==> config.mk <==
export PLATFORM = sky130hd
export DESIGN_NAME = popcount_frame_acc
export DESIGN_NICKNAME = d
export VERILOG_FILES = /design/src/rtl/popcnt_pkg.sv /design/src/rtl/nib_popcnt.sv /design/src/rtl/popcount_frame_acc.sv
export SDC_FILE = /design/constraint.sdc
export NUM_CORES = 1
export LEC_CHECK = 0
export BUFFER_PORTS_ARGS = -buffer_cell sky130_fd_sc_hd__buf_4
export CORE_MARGIN = 1.5
export CORE_UTILIZATION = 29
export CTS_BUF_LIST = sky130_fd_sc_hd__clkbuf_8
export DETAILED_ROUTE_END_ITERATION = 12
export GPL_ROUTABILITY_DRIVEN = 0
export MAX_ROUTING_LAYER = met4
export SYNTH_ARGS = -nofsm -noshare
export SYNTH_HDL_FRONTEND = slang
export SYNTH_SLANG_ARGS = --single-unit
==> constraint.sdc <==
create_clock -name clk -period 2.1 [get_ports clk]
set_input_delay 0.42 -clock clk [delete_from_list [all_inputs] [get_ports clk]]
set_output_delay 0.42 -clock clk [all_outputs]
set_load 0.01 [all_outputs]
==> src/rtl/popcnt_pkg.sv <==
// popcnt_pkg: shared state encoding, nibble width and sizing helper for the popcount frame accumulator.
package popcnt_pkg;
  localparam int NIB_W = 4;
  typedef enum logic [1:0] {IDLE, ACC, HOLD} state_e;
  function automatic int min_cnt_w(input int frame_len);
    return $clog2(NIB_W * frame_len + 1);
  endfunction
endpackage

==> src/rtl/nib_popcnt.sv <==
// nib_popcnt: combinational 4-input ones counter; {c1,c0,s} is the number of set inputs (0..4).
module nib_popcnt (
  input  logic a,
  input  logic b,
  input  logic c,
  input  logic cin,
  output logic s,
  output logic c0,
  output logic c1
);
  assign {c1, c0, s} = 3'(a) + 3'(b) + 3'(c) + 3'(cin);
endmodule

==> src/rtl/popcount_frame_acc.sv <==
// popcount_frame_acc: accumulates per-nibble ones counts over a frame and holds the total until consumed.
module popcount_frame_acc
  import popcnt_pkg::*;
#(
  parameter int FRAME_LEN = 16,
  parameter int CNT_W     = 7,
  parameter int IDX_W     = 4
) (
  input  logic             clk,
  input  logic             rst,
  input  logic             in_valid,
  output logic             in_ready,
  input  logic [NIB_W-1:0] in_nib,
  input  logic             in_last,
  output logic             out_valid,
  input  logic             out_ready,
  output logic [CNT_W-1:0] out_count,
  output logic [IDX_W-1:0] out_nibs
);
  if (FRAME_LEN < 2 || CNT_W < min_cnt_w(FRAME_LEN) || (1 << IDX_W) < FRAME_LEN) begin : g_param_err
    $error("popcount_frame_acc: FRAME_LEN/CNT_W/IDX_W out of range");
  end
  state_e           state_q, state_d;
  logic [CNT_W-1:0] acc_q, acc_d, out_count_q, out_count_d, pc;
  logic [IDX_W-1:0] idx_q, idx_d, out_nibs_q, out_nibs_d;
  logic             out_valid_q, out_valid_d, s, c0, c1, accept, closing;
  nib_popcnt u_cnt (
    .a  (in_nib[0]),
    .b  (in_nib[1]),
    .c  (in_nib[2]),
    .cin(in_nib[3]),
    .s  (s),
    .c0 (c0),
    .c1 (c1)
  );
  assign pc       = CNT_W'({c1, c0, s});
  assign in_ready = state_q != HOLD;
  assign accept   = in_valid && in_ready;
  assign closing  = in_last || idx_q == IDX_W'(FRAME_LEN - 1);
  // acc_q and idx_q are always zero in IDLE, so one datapath covers both frame-start and mid-frame accepts
  always_comb begin
    state_d     = state_q;
    acc_d       = acc_q;
    idx_d       = idx_q;
    out_count_d = out_count_q;
    out_nibs_d  = out_nibs_q;
    out_valid_d = out_valid_q;
    if (accept) begin
      state_d     = closing ? HOLD : ACC;
      acc_d       = closing ? '0 : acc_q + pc;
      idx_d       = closing ? '0 : idx_q + IDX_W'(1);
      out_count_d = closing ? acc_q + pc : out_count_q;
      out_nibs_d  = closing ? idx_q : out_nibs_q;
      out_valid_d = closing ? 1'b1 : out_valid_q;
    end
    if (state_q == HOLD && out_ready) begin
      state_d     = IDLE;
      out_valid_d = 1'b0;
    end
  end
  always_ff @(posedge clk or posedge rst) begin
    if (rst) begin
      state_q     <= IDLE;
      acc_q       <= '0;
      idx_q       <= '0;
      out_count_q <= '0;
      out_nibs_q  <= '0;
      out_valid_q <= 1'b0;
    end else begin
      state_q     <= state_d;
      acc_q       <= acc_d;
      idx_q       <= idx_d;
      out_count_q <= out_count_d;
      out_nibs_q  <= out_nibs_d;
      out_valid_q <= out_valid_d;
    end
  end
  assign out_count = out_count_q;
  assign out_nibs  = out_nibs_q;
  assign out_valid = out_valid_q;
endmodule
* Word level (Yosys, flattened, before mapping)
Index checks and enable logic that the tools add are counted.
Widths: inputs -> output; s select.
** Cells by class
- Bitwise logic cells :: 0
- Multiplexer cells :: 8
- Div/mod/pow operators :: 0
- Order comparisons :: 0
- Equality and inequality tests :: 3
- Add/sub/neg operators :: 5
- $mul :: 0
- Reductions and logical operators :: 7
- Shift operators :: 0
** Operators by type and width (count)
- $add 7x3->7 :: 1
- $mux 7 :: 1
- $add 3x1->3 :: 2
- $mux 2 :: 3
- $add 4x1->4 const B :: 1
- $eq 4x4->1 const B :: 1
- $mux 4 :: 1
- $reduce_and 2->1 :: 2
- $reduce_bool 2->1 :: 2
- $mux 1 :: 3
- $add 1x1->2 :: 1
- $eq 2x2->1 const B :: 1
- $logic_and 1x1->1 :: 2
- $ne 2x2->1 const B :: 1
- $logic_or 1x1->1 :: 1
** Storage, ports and cells
- Bits in read-only memories :: 0
- Input port bits :: 9
- Latch bits :: 0
- RAM bits :: 0
- Flip-flop bits (word level) :: 25
- Logic and storage cells :: 29
- Memories kept :: 0
- Output and inout port bits :: 13

* Depth between registers and ports, before layout
- Depth after elaboration :: 5
- Depth in mapped cells :: 10
- Depth with buffers taken out :: 10

* Cells and area by module
Synthesis repeated with hierarchy kept, for this count alone.
** Unflattened totals
- Cells, all modules :: 122
- Area total of the unflattened synthesis :: 1320.0 µm²
** By module, submodules not included
- popcount_frame_acc :: instances 1, area each 1256.2 µm², cells each 114, sequential area each 625.6 µm²
- nib_popcnt :: instances 1, area each 63.8 µm², cells each 8, sequential area each 0.0 µm²

* Worst setup path before layout
Ideal clock, no wire load.
- Path kind :: input port to flip-flop
- Start point :: input port in_nib[0]
- End point :: register out_count_q[6] (netlist: out_count[6])
- Library setup time :: 0.125 ns
- Setup slack :: -0.605 ns
- Arrival time :: 2.580 ns
- Path buffers :: 0
- Cell stages on the path :: 10
- Required time :: 1.975 ns
- Cells stage by stage :: ha_1 > inv_1 > fa_1 > inv_1 > ha_1 > fa_1 > a21o_1 > and4_1 > xor2_1 > mux2_4
** Between the ends
- Cells in the longest elaborated chain, start to end :: 4
** RTL lines
- start: declaration :: RTL line popcount_frame_acc.sv:13 : input logic [NIB_W-1:0] in_nib,
- $add 1x1->2 :: RTL line nib_popcnt.sv:11 : assign {c1, c0, s} = 3'(a) + 3'(b) + 3'(c) + 3'(cin);
- $add 3x1->3 (2 in a row) :: RTL line nib_popcnt.sv:11
- $add 7x3->7 :: RTL line popcount_frame_acc.sv:52 : out_count_d = closing ? acc_q + pc : out_count_q;
- end signal: assignment :: RTL line popcount_frame_acc.sv:73 : out_count_q <= out_count_d;
- end: declaration :: RTL line popcount_frame_acc.sv:24 : logic [CNT_W-1:0] acc_q, acc_d, out_count_q, out_count_d, pc;
No other way between the ends.
A chain may end at the register's enable or synchronous reset.

* Final worst setup path
- Start point :: input port in_nib[1]
- End point :: register out_count_q[6] (netlist: out_count[6])
The elaborated chain is that of the path after synthesis.

==> metrics.txt <==
status=complete, but fails checks; failing checks=design-rule violations, negative setup slack; Tcrit/Tclk final=115%; Worst-Skew Late Latency=260 ps; final hold violation count=0; cell leakage power=0.000874 µW; Antenna Nets Post-Route=0; path length in cells of the critical path=11; fmax=0.415 GHz; I/O pin total=22; Area Overhead vs Synth=31.3%; die height=71.4 µm; worst path bufs/invs=3; Distinct cells, synth=32; crit path launch type=primary input; Synth Cell Area=0.00136 mm²; DRC violations left=3; first-pass GRT wire length=4570 µm; Critical Path Sink Type=flip-flop; Slew Limit Fails=0; Reg2Reg Depth=6; Final Core Density=40.1%; Routed wire per std cell=13.4 µm; max_cap viols=0; worst stage delay on the critical path=500 ps; Clock Skew=4.35 ps; grt ovf=0; Die Area=0.00510 mm²; syn nets=132; Via Count=943; top cell type by total area after synthesis=dfrtp_1; critical path's top delay family=adder cells; Post-Syn Area per Cell=11.8 µm²; Period minus WS final=2410 ps; Row Count=24; clock sink count=25; Slew headroom=61.8%; Hold Buf Count CTS=0; Least-Margin Pin Slew=573 ps; synth top area cells=dfrtp_1, mux2_4, ha_1, nand2_1, a21oi_1; top cell type's share of synthesized area=46.1%; slowest CP cell=fa_1; H-tree levels=1; Vias/cell=4.74; Worst Path Arrival=2570 ps; most frequent cells in the layout=buf_4, dfrtp_1, nand2_1; Buffers on Ports=21; sequential element share of the synthesized area=46.1%; Mapped Cells=115; GRT Resource Usage Total=11.6%; Worst Path Required=2260 ps; maximum VDD drop=0.325 mV; most common cell after layout, fill and taps aside=buf_4; fin nets=165; total core area=0.00444 mm²; initial antenna violation count=0; Filler cells=445; Die W=71.4 µm; clk buf depth=2; pwr/cell area=1110 mW/mm²; number of global-route vias before repair=971; Root Driver=clkbuf_8; critical path class=primary input to flip-flop; dpl cell area=0.00167 mm²; RSZ-0062 raised after global routing=yes; share of cells above drive strength 1=44.9%; initial core utilization=30.5%; final wirelength=2670 µm; #FFs+latches synth=25; Worst-path clk slew=90 ps; Final setup viols=10; CTS Buf Count=3; Detail Placement HPWL=2060 µm; TritonRoute pass-1 iters=8; Async SR Flop Fraction=100%; CTS tree=done; Finished Cell Area=0.00178 mm²; Antenna Cells=0; worst hold path type=primary input to asynchronous set/reset pin; setup TNS=-1930 ps; Post-synth EDFFs=0; largest fanout on the critical path=3; PnR worst setup slack=-310 ps; synth warn=0; Pwr Total=1980 µW; Primary FF master, synth=dfrtp_1; worst path cell trace=buf_6, ha_4, inv_2, fa_1, inv_2, ha_4, fa_2, a21o_1, and4_4, xor2_1, mux2_4; largest net degree at the start of global routing=16; drt initial violations=24
[state kept, by name, summed over array words and instances (netlist names)]
signal,flops
acc_q,7
idx_q,4
out_count,7
out_nibs,4
out_valid,1
state_q,2
[cell usage after synthesis, types with 2 or more instances]
cell,n
nand3_1,5
buf_6,2
xor2_1,4
a21o_1,2
dfrtp_1,25
mux2_4,10
nand2_1,13
inv_1,8
fa_1,2
a21oi_1,8
o21ai_0,6
nor2_1,4
a32o_1,2
ha_1,6
[power by group]
part / total, µW / internal [µW] / switching (µW)
registers: 788 / 640 / 148
clock network: 285 / 132 / 152
logic: 906 / 512 / 394
total: 1980 / 1280 / 694
[what timing repair did]
| item | in CTS | in global routing |
|---|---|---|
| resized for setup | 5 | 3 |
| pin swaps | 2 | 0 |
| setup endpoints to repair | 10 | 10 |
| setup buffers | 2 | 2 |
| endpoints found under the hold margin | 0 | 0 |
[per-layer routing]
metal	global-route usage (%)	share of wire, %
met3	1.69	2.1
met5	-	0
met2	19.7	50
met1	14.7	47
met4	2.56	0.83
[area by class of cell]
class | count | area (µm²) | share of cell area, %
Multi-Input combinational cell | 79 | 776 | 43.5
Timing Repair Buffer | 30 | 236 | 13.3
Clock inverter | 1 | 5.00 | 0.281
Clock buffer | 3 | 41.3 | 2.32
Sequential cell | 25 | 626 | 35.1
Inverter | 9 | 33.8 | 1.89
Tap cell | 52 | 65.1 | 3.65
[kinds of logic (layout without fill, tap and decap cells)]
logic type | after synthesis | count (layout) | synth area share (%)
XOR/XNOR | 5 | 5 | 3.23
flip-flops | 25 | 25 | 46.1
multiplexers | 10 | 10 | 11.1
adder cells (fa/ha/maj) | 8 | 8 | 8.48
AND/OR/NAND/NOR | 30 | 30 | 13.3
buffers and inverters | 11 | 43 | 4.15
AO/OA/AOI/OAI | 26 | 26 | 13.7
[final timing paths]
kind | startpoint | end | slack [ps]
max | in_nib[1] | out_count[6] | -310
min | rst | out_count[4] | 210
max reg2reg | acc_q[0] | out_count[6] | 320
min reg2reg | out_count[6] | out_count[6] | 520
max in group asynchronous | rst | state_q[1] | 1330
min in group clk | out_ready | out_valid | 320
[stage by stage]
step           hold WS [ps]  std cells  worst slack (ps)
4_1_cts                 230        198              -340
3_3_place_gp            484        192              -635
6_report                206        199              -310
3_5_place_dp            494        192              -679
2_1_floorplan           447        115              -464
5_1_grt                 258        199              -357
No activity file was read; power rests on OpenSTA's default activity.
